[src/rtl/instr_cache_mt_core_if.sv]
// Fetch-side lookup and memory-side refill signals of the multithreaded instruction cache.
// slave = cache side; master = the fetch unit / memory hierarchy side.
interface instr_cache_mt_core_if #(
  parameter int THR_PER_CORE = 2,
  parameter int LINE_WIDTH   = 128,
  parameter int ADDR_WIDTH   = 20,
  parameter int TID_W        = (THR_PER_CORE > 1) ? $clog2(THR_PER_CORE) : 1
);
  logic                    req_valid;
  logic [ADDR_WIDTH-1:0]   req_addr;
  logic [TID_W-1:0]        req_thread_id;
  logic                    rsp_valid;
  logic [LINE_WIDTH-1:0]   rsp_data;
  logic [THR_PER_CORE-1:0] icache_ready;
  logic                    req_valid_miss;
  logic [ADDR_WIDTH-1:0]   req_addr_miss;
  logic [TID_W-1:0]        req_thread_id_miss;
  logic                    rsp_valid_miss;
  logic [TID_W-1:0]        rsp_thread_id;
  logic [LINE_WIDTH-1:0]   rsp_data_miss;
  logic                    rsp_bus_error;
  logic                    xcpt_bus_error;

  modport slave (
    input  req_valid, req_addr, req_thread_id,
    input  rsp_valid_miss, rsp_thread_id, rsp_data_miss, rsp_bus_error,
    output rsp_valid, rsp_data, icache_ready,
    output req_valid_miss, req_addr_miss, req_thread_id_miss, xcpt_bus_error
  );

  modport master (
    output req_valid, req_addr, req_thread_id,
    output rsp_valid_miss, rsp_thread_id, rsp_data_miss, rsp_bus_error,
    input  rsp_valid, rsp_data, icache_ready,
    input  req_valid_miss, req_addr_miss, req_thread_id_miss, xcpt_bus_error
  );
endinterface

[src/rtl/instr_cache_mt_core.sv]
// Direct-mapped read-only multithreaded icache: 0-cycle hit, one outstanding refill per thread.
// Optional hit/miss counters when ICACHE_STATS_EN is defined.
module instr_cache_mt_core #(
  parameter int THR_PER_CORE = 2,
  parameter int NUM_LINES    = 4,
  parameter int LINE_WIDTH   = 128,
  parameter int ADDR_WIDTH   = 20,
  parameter int TID_W        = (THR_PER_CORE > 1) ? $clog2(THR_PER_CORE) : 1
) (
  input  logic clock,
  input  logic reset,
  input  logic mt_mode,
`ifdef ICACHE_STATS_EN
  output logic [31:0] stat_hits,
  output logic [31:0] stat_misses,
`endif
  instr_cache_mt_core_if.slave bus
);
  localparam int OFS   = $clog2(LINE_WIDTH / 8);
  localparam int IDX_W = $clog2(NUM_LINES);
  localparam int TSUB  = $clog2(THR_PER_CORE);
  localparam int TAG_W = ADDR_WIDTH - OFS - IDX_W;

  logic [NUM_LINES-1:0]    line_vld;
  logic [TAG_W-1:0]        line_tag [NUM_LINES];
  logic [LINE_WIDTH-1:0]   line_dat [NUM_LINES];
  logic [THR_PER_CORE-1:0] pend;
  logic [ADDR_WIDTH-1:0]   pend_addr [THR_PER_CORE];

  logic [IDX_W-1:0]      lk_idx, fill_idx;
  logic [TAG_W-1:0]      lk_tag;
  logic [ADDR_WIDTH-1:0] fill_addr;
  logic                  lk_ok, hit, miss, fill_act, fill_ok;

  // In partitioned mode the top index bits select the thread's private slice of lines.
  function automatic logic [IDX_W-1:0] line_idx(input logic [ADDR_WIDTH-1:0] a,
                                                input logic [TID_W-1:0] t, input logic mt);
    logic [IDX_W-1:0] r;
    r = a[OFS +: IDX_W];
    if (mt) begin
      for (int i = 0; i < TSUB; i++) r[IDX_W-TSUB+i] = t[i];
    end
    return r;
  endfunction

  always_comb begin
    lk_idx    = line_idx(bus.req_addr, bus.req_thread_id, mt_mode);
    lk_tag    = bus.req_addr[ADDR_WIDTH-1 -: TAG_W];
    lk_ok     = bus.req_valid & ~pend[bus.req_thread_id];
    hit       = lk_ok & line_vld[lk_idx] & (line_tag[lk_idx] == lk_tag);
    miss      = lk_ok & ~hit;
    fill_act  = bus.rsp_valid_miss & pend[bus.rsp_thread_id];
    fill_ok   = fill_act & ~bus.rsp_bus_error;
    fill_addr = pend_addr[bus.rsp_thread_id];
    fill_idx  = line_idx(fill_addr, bus.rsp_thread_id, mt_mode);
  end

  assign bus.rsp_valid      = hit;
  assign bus.rsp_data       = line_dat[lk_idx];
  assign bus.icache_ready   = ~pend;
  assign bus.xcpt_bus_error = fill_act & bus.rsp_bus_error;

  always_ff @(posedge clock or negedge reset) begin
    if (!reset) begin
      line_vld               <= '0;
      pend                   <= '0;
      bus.req_valid_miss     <= 1'b0;
      bus.req_addr_miss      <= '0;
      bus.req_thread_id_miss <= '0;
      for (int t = 0; t < THR_PER_CORE; t++) pend_addr[t] <= '0;
    end else begin
      if (fill_ok) line_vld[fill_idx] <= 1'b1;
      // A thread cannot both miss and be refilled in one cycle: a miss needs pend clear.
      if (fill_act) pend[bus.rsp_thread_id] <= 1'b0;
      if (miss) begin
        pend[bus.req_thread_id]      <= 1'b1;
        pend_addr[bus.req_thread_id] <= {bus.req_addr[ADDR_WIDTH-1:OFS], {OFS{1'b0}}};
        bus.req_addr_miss            <= {bus.req_addr[ADDR_WIDTH-1:OFS], {OFS{1'b0}}};
        bus.req_thread_id_miss       <= bus.req_thread_id;
      end
      bus.req_valid_miss <= miss;
    end
  end

  // Line payload is qualified by line_vld, so it needs no reset.
  always_ff @(posedge clock) begin
    if (fill_ok) begin
      line_dat[fill_idx] <= bus.rsp_data_miss;
      line_tag[fill_idx] <= fill_addr[ADDR_WIDTH-1 -: TAG_W];
    end
  end

`ifdef ICACHE_STATS_EN
  always_ff @(posedge clock or negedge reset) begin
    if (!reset) begin
      stat_hits   <= '0;
      stat_misses <= '0;
    end else begin
      if (hit)  stat_hits   <= stat_hits + 32'd1;
      if (miss) stat_misses <= stat_misses + 32'd1;
    end
  end
`endif
endmodule

[src/flat_wrapper.sv]
// flat-port wrapper written by rule: the top's interface ports become plain ports
module instr_cache_mt_core_flat 
#(
  parameter int THR_PER_CORE = 2,
  parameter int NUM_LINES    = 4,
  parameter int LINE_WIDTH   = 128,
  parameter int ADDR_WIDTH   = 20,
  parameter int TID_W        = (THR_PER_CORE > 1) ? $clog2(THR_PER_CORE) : 1
)
  (clock, reset, mt_mode, bus_req_valid, bus_req_addr, bus_req_thread_id, bus_rsp_valid_miss, bus_rsp_thread_id, bus_rsp_data_miss, bus_rsp_bus_error, bus_rsp_valid, bus_rsp_data, bus_icache_ready, bus_req_valid_miss, bus_req_addr_miss, bus_req_thread_id_miss, bus_xcpt_bus_error);
  instr_cache_mt_core_if #(.THR_PER_CORE(THR_PER_CORE), .LINE_WIDTH(LINE_WIDTH), .ADDR_WIDTH(ADDR_WIDTH), .TID_W(TID_W)) bus_i ();
  input  logic clock;
  input  logic reset;
  input  logic mt_mode;
  input wire logic [$bits(bus_i.req_valid)-1:0] bus_req_valid;
  input wire logic [$bits(bus_i.req_addr)-1:0] bus_req_addr;
  input wire logic [$bits(bus_i.req_thread_id)-1:0] bus_req_thread_id;
  input wire logic [$bits(bus_i.rsp_valid_miss)-1:0] bus_rsp_valid_miss;
  input wire logic [$bits(bus_i.rsp_thread_id)-1:0] bus_rsp_thread_id;
  input wire logic [$bits(bus_i.rsp_data_miss)-1:0] bus_rsp_data_miss;
  input wire logic [$bits(bus_i.rsp_bus_error)-1:0] bus_rsp_bus_error;
  output wire logic [$bits(bus_i.rsp_valid)-1:0] bus_rsp_valid;
  output wire logic [$bits(bus_i.rsp_data)-1:0] bus_rsp_data;
  output wire logic [$bits(bus_i.icache_ready)-1:0] bus_icache_ready;
  output wire logic [$bits(bus_i.req_valid_miss)-1:0] bus_req_valid_miss;
  output wire logic [$bits(bus_i.req_addr_miss)-1:0] bus_req_addr_miss;
  output wire logic [$bits(bus_i.req_thread_id_miss)-1:0] bus_req_thread_id_miss;
  output wire logic [$bits(bus_i.xcpt_bus_error)-1:0] bus_xcpt_bus_error;
  assign bus_i.req_valid = bus_req_valid;
  assign bus_i.req_addr = bus_req_addr;
  assign bus_i.req_thread_id = bus_req_thread_id;
  assign bus_i.rsp_valid_miss = bus_rsp_valid_miss;
  assign bus_i.rsp_thread_id = bus_rsp_thread_id;
  assign bus_i.rsp_data_miss = bus_rsp_data_miss;
  assign bus_i.rsp_bus_error = bus_rsp_bus_error;
  assign bus_rsp_valid = bus_i.rsp_valid;
  assign bus_rsp_data = bus_i.rsp_data;
  assign bus_icache_ready = bus_i.icache_ready;
  assign bus_req_valid_miss = bus_i.req_valid_miss;
  assign bus_req_addr_miss = bus_i.req_addr_miss;
  assign bus_req_thread_id_miss = bus_i.req_thread_id_miss;
  assign bus_xcpt_bus_error = bus_i.xcpt_bus_error;
  instr_cache_mt_core #(.THR_PER_CORE(THR_PER_CORE), .NUM_LINES(NUM_LINES), .LINE_WIDTH(LINE_WIDTH), .ADDR_WIDTH(ADDR_WIDTH), .TID_W(TID_W)) u_core (.clock(clock), .reset(reset), .mt_mode(mt_mode), .bus(bus_i));
endmodule
[config.mk]
export PLATFORM = sky130hd
export DESIGN_NAME = instr_cache_mt_core_flat
export DESIGN_NICKNAME = d
export VERILOG_FILES = /design/src/rtl/instr_cache_mt_core_if.sv /design/src/rtl/instr_cache_mt_core.sv /design/src/flat_wrapper.sv
export SDC_FILE = /design/constraint.sdc
export NUM_CORES = 1
export LEC_CHECK = 0
export ABC_AREA = 1
export BUFFER_PORTS_ARGS = -buffer_cell sky130_fd_sc_hd__buf_2
export CORE_MARGIN = 5
export CORE_UTILIZATION = 62
export CTS_CLUSTER_SIZE = 28
export DETAILED_ROUTE_END_ITERATION = 7
export PLACE_DENSITY = 0.85
export SLEW_MARGIN = 30
export SYNTH_ARGS = -nofsm -noshare
export SYNTH_HDL_FRONTEND = slang
export SYNTH_SLANG_ARGS = --single-unit
[constraint.sdc]
create_clock -name clock -period 35.4 [get_ports clock]
set_input_delay 8.85 -clock clock [delete_from_list [all_inputs] [get_ports clock]]
set_output_delay 8.85 -clock clock [all_outputs]
set_load 0.01 [all_outputs]
==> results of run 1 <==
## worst register-to-register path: stages, from the launching register on
cell and delay [ps]:
dfrtp_1 370, or2_2 280, o21ai_0 240, nand3_1 260, nor2_4 450, buf_4 820
## layout make-up
type | instances | area share [%]
timing repair buffer | 320 | 6.17
sequential | 624 | 64.6
clock buffer | 75 | 5.56
multi-input combinational | 1058 | 19.4
clock inverter | 37 | 1.00
inverter | 64 | 0.885
tap | 525 | 2.30
antenna | 9 | 0.0789
## stage by stage
| step | utilization (%) | hold WS [ps] | instance area (sq um) |
|---|---|---|---|
| after global routing | 72.2 | 483 | 28600 |
| after detailed placement | 67.2 | 451 | 26600 |
| final | 72.2 | 469 | 28600 |
| after floorplan | - | 424 | 24700 |
| after global placement | 67.0 | 447 | 26500 |
| after CTS | 71.9 | 466 | 28400 |
## sequential cells by signal, indices dropped and copies added (netlist names)
register,flops
u_core.line_tag,56
u_core.bus.req_addr_miss,16
u_core.pend_addr,32
u_core.bus.req_thread_id_miss,1
u_core.pend,2
u_core.bus.req_valid_miss,1
u_core.line_vld,4
u_core.line_dat,512
## where the power goes
| group | leakage (nW) | total (mW) | switching (mW) | internal [mW] |
|---|---|---|---|---|
| registers | 5.81 | 0.853 | 0.0116 | 0.842 |
| clock network | 0.926 | 0.606 | 0.260 | 0.346 |
| logic | 3.99 | 0.151 | 0.101 | 0.0502 |
## cells by family (layout without fill, tap and decap cells)
family / Yosys count / in the layout / synth area share, %
AND/OR/NAND/NOR: 770 / 770 / 13.7
flip-flops: 624 / 624 / 74.8
AO/OA/AOI/OAI: 284 / 284 / 8.41
buffers and inverters: 179 / 496 / 3.07
other: 1 / 13 / 0.0152
## Yosys cell counts
library cell	number	share of area (%)
a21oi_1	2	0.041
nand3_1	20	0.41
nand3_4	2	0.14
buf_1	6	0.091
nand2_2	2	0.051
nor3b_1	2	0.061
clkbuf_1	86	1.3
o21ai_1	15	0.30
nor2_1	273	4.2
nor2_2	1	0.025
buf_4	10	0.30
dfrtp_1	56	5.7
nand4_1	35	0.89
o31ai_1	128	3.9
buf_2	8	0.16
inv_1	62	0.94
nor3_1	2	0.041
buf_6	5	0.23
a21oi_4	1	0.066
conb_1	1	0.015
nand2_4	2	0.091
nand2_1	300	4.6
edfxtp_1	568	69
or2_2	131	3.3
o21ai_0	9	0.18
inv_2	2	0.030
o211ai_1	129	3.9
## final timing paths
check	startpoint	to	slack, ps	depth (start not counted)
worst max register to register	u_core.pend_addr[4]	u_core.line_dat[0][86]	32500	5
max in group asynchronous	reset	u_core.pend_addr[32]	26540	2
worst min-delay path	u_core.line_vld[2]	u_core.line_vld[2]	470	1
min in group asynchronous	reset	u_core.bus.req_addr_miss[7]	8380	2
worst min register to register	u_core.line_vld[2]	u_core.line_vld[2]	470	1
worst max-delay path	bus_req_thread_id	bus_rsp_data[84]	14200	9
## routing by layer
metal  global-route usage, %  share of wire, %  vias up
met4                    10.1               3.6       16
li1                        -                 -     7250
met3                    6.10               8.4      152
met5                       0              0.20        -
met2                    42.3                51      706
met1                    30.5                37     7782
==> PnR_summary.wiki, run 1 <==
{| class="wikitable"
! Metric !! Value
|-
| Result of the run || complete, no violations
|-
| Mapped Area || 24700 sq um
|-
| Power, Total || 1.61 mW
|-
| Initial antenna violation count || 18
|-
| Period minus WS final || 21200 ps
|-
| Worst clock skew || 15.2 ps
|-
| Total negative slack || 0 ps
|-
| Final period util || 59.9%
|-
| Reg clk slew, reported paths || 60 ps
|-
| H-tree levels || 2
|-
| Post-Synthesis Cells || 1858
|-
| Max_cap viols || 0
|-
| Cell leakage power || 10.7 nW
|-
| Worst path arrival time || 12350 ps
|-
| Most common library cell in the layout ignoring fill and taps || edfxtp_1
|-
| Placeable core region || 39500 sq um
|-
| Number of distinct library cells after synthesis || 27
|-
| Hold Fails Final Rpt || 0
|-
| RSZ-0062 raised after global routing || false
|-
| Max_slew headroom || 28.8%
|-
| Post-CTS setup repair buffer count || 0
|-
| Slowest stage cell on the critical path || buf_4
|-
| Kind of start point of the critical path || input pin
|-
| Post-detailed-route count of antenna-violating nets || 0
|-
| Vias || 15906
|-
| Syn. warnings || 0
|-
| Std-Cell Rows || 73
|-
| Sink count of the clock tree || 624
|-
| Final routed wirelength across all metal layers || 55500 microns
|-
| Placer's final routability congestion estimate || 0.827
|-
| Vias in the first global route || 15895
|-
| # setup viols final || 0
|-
| Worst VDD drop || 50.1 uV
|-
| Worst Path Max Fanout || 119
|-
| Max-slew violation count || 0
|-
| Quantity of hold-fixing buffers added after cts || 0
|-
| Required time at the endpoint of the critical path || 26550 ps
|-
| Relative area change from synthesis to final layout || 15.7%
|-
| Share of synthesized area occupied by flip-flops and latches || 74.8%
|-
| Fraction of final layout cells with drive strength greater than 1 || 25.3%
|-
| Detailed router's first-iteration violation count || 1620
|-
| Setup ws final || 14200 ps
|-
| Wire per inst || 20.5 microns
|-
| Top delay family on crit path || buffers and inverters
|-
| Width of the die || 210 microns
|-
| Least-Margin Pin Slew || 1070 ps
|-
| Global route overflow || 0
|-
| Number of port buffers || 301
|-
| Hold/Removal Path Class || reg -> reg
|-
| Number of filler instances in the final layout || 2425
|-
| Detailed-routing iteration count for the pre-antenna-repair pass || 6
|-
| Residual DRC count || 0
|-
| Clock buffer depth || 3
|-
| Power density relative to cell area || 56.4 nW/um^2
|-
| Leading cell types in the layout, fill and taps excluded || 568 x edfxtp_1, 300 x nand2_1, 300 x buf_2
|-
| First-pass GRT wire length || 85400 microns
|-
| Post-synthesis register bit count || 624
|-
| Number of ports placed on the die boundary || 310
|-
| Root Driver || clkbuf_16
|-
| Vertical die dimension || 210 microns
|-
| GRT Resource Usage Total || 24.7%
|-
| Pin count of the biggest net entering global routing || 196
|-
| Filler-free cell count of the finished design || 2712
|-
| Achievable Freq || 47.2 MHz
|-
| TritonCTS clock tree || built
|-
| Stage delay of the slowest cell on the critical path || 700 ps
|-
| Sequential standard cell area || 18500 sq um
|-
| Final Net Count || 2284
|-
| Resized Gates After CTS || 0
|-
| Count of buffering cells on the critical path with inverters included || 5
|-
| Crit path cell chain || buf_2, nand2_1, nand2_8, buf_4, buf_16, buf_4, o211ai_1, o31ai_1, buf_2
|-
| Half-perimeter wire length of the detailed placement result || 31200 microns
|-
| Combined area of the multi-input logic cells || 5530 sq um
|-
| Cell Count Post-Placement || 2588
|-
| Clock buffers created by TritonCTS || 60
|-
| Classification of the worst setup path || in -> out
|-
| Avg Vias per Cell || 5.87
|-
| Insertion delay to the later sink of the worst-skew pair || 610 ps
|-
| Initial standard-cell utilization of the core || 62.4%
|-
| Worst setup EP type || output port
|-
| Post-Place Worst Slack || 14140 ps
|-
| Die Footprint || 43900 sq um
|-
| Syn avg cell area || 13.3 sq um
|}
Power figures use the tool's default switching activity.
==> inputs of run 2 (changes only) <==
--- a/config.mk
+++ b/config.mk
@@ -8,10 +8,10 @@
 export ABC_AREA = 1
 export BUFFER_PORTS_ARGS = -buffer_cell sky130_fd_sc_hd__buf_2
 export CORE_MARGIN = 5
-export CORE_UTILIZATION = 62
+export CORE_UTILIZATION = 52
 export CTS_CLUSTER_SIZE = 28
 export DETAILED_ROUTE_END_ITERATION = 7
-export PLACE_DENSITY = 0.85
+export PLACE_DENSITY = 0.76
 export SLEW_MARGIN = 30
 export SYNTH_ARGS = -nofsm -noshare
 export SYNTH_HDL_FRONTEND = slang
==> constraint.sdc (replaced) <==
create_clock -name clock -period 18.48 [get_ports clock]
set_input_delay 4.62 -clock clock [delete_from_list [all_inputs] [get_ports clock]]
set_output_delay 4.62 -clock clock [all_outputs]
set_load 0.01 [all_outputs]
==> run 2 against run 1 <==
Against the previous run:
- via count down 3.2%
- non-clock buffer count is 2 lower
- final cell count is 2.9% higher
- hold slack better by 0.59 ps
- sequential power increased by 91%
- first-iteration DRC count fell by 37%
- clock skew rose by 1.2 ps
- critical path depth fell by 2
- combinational power rose by 87%
- register-to-register slack lost 17000 ps
- setup slack got worse by 8100 ps
- utilization fell by 11 points
- critical path type unchanged
- largest power group unchanged
==> PnR_summary.wiki, run 2 (synthesized netlist as in run 1, its figures left out) <==
{| class="wikitable"
! Metric !! Value
|-
| RSZ-0062 raised after global routing || false (unchanged)
|-
| Fraction of final layout cells with drive strength greater than 1 || 25.5% (was 25.3%)
|-
| Worst setup EP type || output port (unchanged)
|-
| Power density relative to cell area || 110 nW/um^2 (was 56.4 nW/um^2)
|-
| Post-Place Worst Slack || 5890 ps (was 14140 ps)
|-
| Initial antenna violation count || 14 (was 18)
|-
| Final routed wirelength across all metal layers || 53600 microns (was 55500 microns)
|-
| Cell area after layout || 28700 sq um (was 28600 sq um)
|-
| GRT Resource Usage Total || 20.0% (was 24.7%)
|-
| Max FFs per register || 512 (unchanged)
|-
| Cell leakage power || 10.8 nW (was 10.7 nW)
|-
| Pin count of the biggest net entering global routing || 137 (was 196)
|-
| Residual DRC count || 0 (unchanged)
|-
| Global route overflow || 0 (unchanged)
|-
| Leading cell types in the layout, fill and taps excluded || 568 x edfxtp_1, 300 x nand2_1, 300 x buf_2 (unchanged)
|-
| Most common library cell in the layout ignoring fill and taps || edfxtp_1 (unchanged)
|-
| Switching share of power || 22.8% (was 23.1%)
|-
| Detailed-routing iteration count for the pre-antenna-repair pass || 8 (was 6)
|-
| # setup viols final || 0 (unchanged)
|-
| First-pass GRT wire length || 83300 microns (was 85400 microns)
|-
| Achievable Freq || 80.9 MHz
|-
| Regs by FF count || u_core.line_dat (512), u_core.line_tag (56), u_core.pend_addr (32) (unchanged)
|-
| Vias in the first global route || 15276 (was 15895)
|-
| Placed cell area || 26600 sq um (about the same)
|-
| Reg clk slew, reported paths || 60 ps (about the same)
|-
| Worst hold slack || 470 ps (was 469 ps)
|-
| Die Footprint || 51900 sq um (was 43900 sq um)
|-
| Register name with the most flops || u_core.line_dat (unchanged)
|-
| Std-Cell Rows || 79 (was 73)
|-
| Classification of the worst setup path || in -> out (unchanged)
|-
| Period minus WS final || 12360 ps
|-
| Clock buffers created by TritonCTS || 60 (unchanged)
|-
| Proportion of power drawn by combinational gates || 8.9% (was 9.4%)
|-
| Total negative slack || 0 ps (unchanged)
|-
| Max_cap viols || 0 (unchanged)
|-
| Final core utilization || 61.4% (was 72.2%)
|-
| Cell Count Post-Placement || 2671 (was 2588)
|-
| Setup ws final || 6120 ps (was 14200 ps)
|-
| Internal Power || 2.44 mW (was 1.24 mW)
|-
| Sequential Power Share || 51.8% (was 53.0%)
|-
| Kind of start point of the critical path || input pin (unchanged)
|-
| Resized Gates After CTS || 0 (unchanged)
|-
| Max_slew headroom || 36.9% (was 28.8%)
|-
| H-tree levels || 2 (unchanged)
|-
| TritonCTS clock tree || built (unchanged)
|-
| Least-Margin Pin Slew || 946 ps (was 1070 ps)
|-
| Initial standard-cell utilization of the core || 52.8% (was 62.4%)
|-
| Number of port buffers || 301 (unchanged)
|-
| Post-CTS setup repair buffer count || 0 (unchanged)
|-
| Wire per inst || 19.2 microns (was 20.5 microns)
|-
| Root Driver || clkbuf_16 (unchanged)
|-
| Detailed router's first-iteration violation count || 1024 (was 1620)
|-
| Power, Total || 3.15 mW (was 1.61 mW)
|-
| Relative area change from synthesis to final layout || 16.3% (was 15.7%)
|-
| Worst Path Max Fanout || 119 (unchanged)
|-
| Worst path arrival time || 7740 ps (was 12350 ps)
|-
| Vias || 15391 (was 15906)
|-
| Hold Fails Final Rpt || 0 (unchanged)
|-
| Result of the run || complete, no violations (unchanged)
|-
| Post-detailed-route count of antenna-violating nets || 0 (unchanged)
|-
| Number of ports placed on the die boundary || 310 (unchanged)
|-
| Filler-free cell count of the finished design || 2791 (was 2712)
|-
| Worst clock skew || 16.4 ps (was 15.2 ps)
|-
| Final period util || 66.9%
|-
| Fraction of power consumed by the clock network || 39.3% (was 37.6%)
|-
| Net Switching || 0.718 mW (was 0.373 mW)
|-
| Clock buffer depth || 3 (unchanged)
|-
| Avg Vias per Cell || 5.51 (was 5.87)
|-
| Max-slew violation count || 0 (unchanged)
|-
| Width of the die || 228 microns (was 210 microns)
|-
| Final Net Count || 2282 (was 2284)
|-
| Half-perimeter wire length of the detailed placement result || 31100 microns (was 31200 microns)
|-
| Placeable core region || 46800 sq um (was 39500 sq um)
|-
| Hold/Removal Path Class || reg -> reg (unchanged)
|-
| Quantity of hold-fixing buffers added after cts || 0 (unchanged)
|-
| Placer's final routability congestion estimate || 0.858 (was 0.827)
|-
| Vertical die dimension || 228 microns (was 210 microns)
|-
| Sink count of the clock tree || 624 (unchanged)
|-
| Worst VDD drop || 105 uV (was 50.1 uV)
|-
| Insertion delay to the later sink of the worst-skew pair || 620 ps (was 610 ps)
|-
| Required time at the endpoint of the critical path || 13860 ps (was 26550 ps)
|}
==> run 2: metal layers <==
layer  vias to the layer above  share of wire (%)  track usage [%]
li1                       7260                  -                -
met1                      7569                 39             24.3
met2                       453                 51             35.3
met3                        95                7.8             5.79
met4                        14                2.2             5.62
met5                         -               0.14                0
==> run 2: critical path, stage by stage <==
cell and delay, ps:
clkbuf_8 310, inv_8 590, buf_6 660, buf_4 720
nor2_1 110, o31ai_1 330, buf_2 200
==> run 2: worst paths after layout <==
check | start | endpoint | slack (ps) | cells past startpoint
setup / recovery | bus_req_addr[4] | bus_rsp_data[85] | 6120 | 7
hold / removal | u_core.pend_addr[24] | u_core.pend_addr[24] | 470 | 2
setup reg to reg | u_core.pend_addr[4] | u_core.line_dat[0][75] | 15470 | 5
hold reg to reg | u_core.pend_addr[24] | u_core.pend_addr[24] | 470 | 2
max in group asynchronous | reset | u_core.pend_addr[25] | 13840 | 2
min in group asynchronous | reset | u_core.bus.req_addr_miss[10] | 4150 | 2
==> run 2: cell type report <==
class / instances / area, sq um
repair buffers: 318 / 1670
diodes: 7 / 17.5
clock inverters: 38 / 418
clock buffers: 75 / 1610
flip-flops and latches: 624 / 18500
multi-input cells: 1058 / 5520
inverters: 64 / 248
fillers: 3494 / 18000
well taps: 607 / 759
==> run 2: power by group through the flow <==
stage | registers, mW | clock network (mW) | logic, mW
3_5_place_dp | 1.66 | 0 | 0.284
6_report | 1.63 | 1.24 | 0.282
2_1_floorplan | 1.67 | 0 | 0.163
3_3_place_gp | 1.66 | 0 | 0.274
5_1_grt | 1.64 | 1.33 | 0.314
4_1_cts | 1.63 | 1.26 | 0.285
==> inputs of run 3 (changes only) <==
==> constraint.sdc (replaced) <==
create_clock -name clock -period 10.25 [get_ports clock]
set_input_delay 2.5625 -clock clock [delete_from_list [all_inputs] [get_ports clock]]
set_output_delay 2.5625 -clock clock [all_outputs]
set_load 0.01 [all_outputs]
==> run 3 against run 2 <==
Against the previous run:
- wire length is 0.85% higher
- sequential share of layout area is 0.15 points lower
- critical path depth stayed put
- final cell count is 0.11% higher
- global-route usage hardly changed
- clock power is 79% higher
- first-iteration DRC count is 27% higher
- cell area is 0.23% higher
- non-clock buffer count is 5 higher
- setup slack worse by 3800 ps
- critical endpoint is now bus_rsp_data[98]
- largest power group unchanged
==> PnR_summary.wiki, run 3 (synthesized netlist as in run 1, its figures left out) <==
{| class="wikitable"
! Metric !! Value
|-
| Leading cell types in the layout, fill and taps excluded || 568 x edfxtp_1, 300 x nand2_1, 300 x buf_2 (unchanged)
|-
| Die Footprint || 51900 sq um (unchanged)
|-
| Worst setup EP type || output port (unchanged)
|-
| Worst clock skew || 18.9 ps (was 16.4 ps)
|-
| Number of filler instances in the final layout || 3495 (was 3494)
|-
| Final Net Count || 2287 (was 2282)
|-
| Post-Place Worst Slack || 2290 ps (was 5890 ps)
|-
| Width of the die || 228 microns (unchanged)
|-
| Final routed wirelength across all metal layers || 54100 microns (was 53600 microns)
|-
| Detailed-routing iteration count for the pre-antenna-repair pass || 6 (was 8)
|-
| H-tree levels || 2 (unchanged)
|-
| Fraction of final layout cells with drive strength greater than 1 || 25.7% (was 25.5%)
|-
| Met3 layer usage reported by global route || 5.11% (was 5.79%)
|-
| Sink count of the clock tree || 624 (unchanged)
|-
| Setup slack, reg-to-reg || 7190 ps (was 15470 ps)
|-
| Std-Cell Rows || 79 (unchanged)
|-
| Most common library cell in the layout ignoring fill and taps || edfxtp_1 (unchanged)
|-
| Classification of the worst setup path || in -> out (unchanged)
|-
| Number of ports placed on the die boundary || 310 (unchanged)
|-
| Critical hold path startpoint || u_core.line_vld[0] (was u_core.pend_addr[24])
|-
| Total negative slack || 0 ps (unchanged)
|-
| # setup viols final || 0 (unchanged)
|-
| Register name with the most flops || u_core.line_dat (unchanged)
|-
| Vias || 15405 (was 15391)
|-
| Period minus WS final || 7970 ps
|-
| Result of the run || complete, no violations (unchanged)
|-
| Logic depth of the worst register-to-register path || 6 (was 5)
|-
| Cell leakage power || 10.8 nW (about the same)
|-
| Placer's final routability congestion estimate || 0.804 (was 0.858)
|-
| Required time at the endpoint of the critical path || 7690 ps (was 13860 ps)
|-
| Cell area after layout || 28800 sq um (was 28700 sq um)
|-
| Insertion delay to the later sink of the worst-skew pair || 620 ps (about the same)
|-
| Root Driver || clkbuf_16 (unchanged)
|-
| Post-CTS setup repair buffer count || 0 (unchanged)
|-
| Max_slew headroom || 42.6% (was 36.9%)
|-
| RSZ-0062 raised after global routing || false (unchanged)
|-
| Global route hottest layer || met2 (unchanged)
|-
| Detailed router's first-iteration violation count || 1301 (was 1024)
|-
| Worst Path Max Fanout || 123 (was 119)
|-
| Reg clk slew, reported paths || 60 ps (about the same)
|-
| Post-detailed-route count of antenna-violating nets || 0 (unchanged)
|-
| Power, Total || 5.69 mW (was 3.15 mW)
|-
| Max FFs per register || 512 (unchanged)
|-
| Placeable core region || 46800 sq um (unchanged)
|-
| Quantity of hold-fixing buffers added after cts || 0 (unchanged)
|-
| GRT Resource Usage Total || 20.0% (about the same)
|-
| Final period util || 77.7%
|-
| Hold Fails Final Rpt || 0 (unchanged)
|-
| TritonCTS clock tree || built (unchanged)
|-
| Met1 routing resource usage after global routing || 24.3% (about the same)
|-
| Filler-free cell count of the finished design || 2794 (was 2791)
|-
| Clock buffer depth || 3 (unchanged)
|-
| Initial standard-cell utilization of the core || 52.8% (unchanged)
|-
| Worst hold slack || 462 ps (was 470 ps)
|-
| Wire per inst || 19.4 microns (was 19.2 microns)
|-
| FF-to-FF End || u_core.line_dat[0][11] (was u_core.line_dat[0][75])
|-
| Number of port buffers || 301 (unchanged)
|-
| Power density relative to cell area || 198 nW/um^2 (was 110 nW/um^2)
|-
| Global route overflow || 0 (unchanged)
|-
| Kind of start point of the critical path || input pin (unchanged)
|-
| Hold/Removal Path Class || reg -> reg (unchanged)
|-
| Vertical die dimension || 228 microns (unchanged)
|-
| Half-perimeter wire length of the detailed placement result || 32100 microns (was 31100 microns)
|-
| Regs by FF count || u_core.line_dat (512), u_core.line_tag (56), u_core.pend_addr (32) (unchanged)
|-
| Resized Gates After CTS || 0 (unchanged)
|-
| Placed cell area || 26700 sq um (was 26600 sq um)
|-
| Pin count of the biggest net entering global routing || 158 (was 137)
|-
| Achievable Freq || 126 MHz
|-
| Avg Vias per Cell || 5.51 (about the same)
|-
| Vias in the first global route || 15240 (was 15276)
|-
| Relative area change from synthesis to final layout || 16.6% (was 16.3%)
|-
| Residual DRC count || 0 (unchanged)
|-
| Cell depth of the worst min-delay path || 2 (unchanged)
|-
| Grt met2 use || 35.3% (about the same)
|-
| Worst VDD drop || 156 uV (was 105 uV)
|-
| Initial antenna violation count || 15 (was 14)
|-
| Endpoint of the worst hold-timing path || u_core.line_vld[0] (was u_core.pend_addr[24])
|-
| Final core utilization || 61.5% (was 61.4%)
|-
| Worst flop-to-flop path startpoint || u_core.pend_addr[4] (unchanged)
|-
| Max-slew violation count || 0 (unchanged)
|-
| Worst path arrival time || 5410 ps (was 7740 ps)
|-
| First-pass GRT wire length || 83100 microns (was 83300 microns)
|-
| Least-Margin Pin Slew || 861 ps (was 946 ps)
|-
| Setup ws final || 2280 ps (was 6120 ps)
|-
| Max_cap viols || 0 (unchanged)
|-
| Cell Count Post-Placement || 2674 (was 2671)
|-
| Clock buffers created by TritonCTS || 60 (unchanged)
|}
## run 3: worst max-delay path by stage
stage / slack, ps / to / start
final: 2280 / bus_rsp_data[98] / bus_req_addr[4]
after global routing: 2050 / bus_rsp_data[98] / bus_req_addr[4]
after CTS: 2280 / bus_rsp_data[76] / bus_req_addr[4]
after detailed placement: 2290 / bus_rsp_data[98] / bus_req_addr[4]
after global placement: 2340 / bus_rsp_data[76] / bus_req_addr[4]
after floorplan: 120 / u_core.line_vld[2] / bus_rsp_thread_id
## run 3: cell type report
class / count / area [sq um] / share of cell area (%)
Sequential cell: 624 / 18500 / 64.2
Clock buffer: 67 / 1530 / 5.31
Timing Repair Buffer: 323 / 1750 / 6.07
Inverter: 64 / 248 / 0.861
Clock inverter: 45 / 490 / 1.70
Tap cell: 607 / 759 / 2.64
Multi-Input combinational cell: 1058 / 5530 / 19.2
Antenna cell: 6 / 15.0 / 0.0522
## run 3: metal layers
layer,up-vias,wire [microns]
met1,7543,20900
met2,476,27800
met5,-,90
li1,7255,-
met4,14,1380
met3,117,3870
## run 3: critical path, stage by stage
cell and delay, ps:
clkbuf_8 340, inv_8 410, buf_16 370, buf_4 720
nor2_1 100, o31ai_1 400, buf_2 210
## run 3: where the power goes
| group | internal (mW) | switching (mW) | total, mW | leakage (nW) |
|---|---|---|---|---|
| clock | 1.30 | 0.920 | 2.22 | 0.972 |
| sequential | 2.91 | 0.0401 | 2.95 | 5.81 |
| combinational | 0.171 | 0.346 | 0.517 | 4.00 |
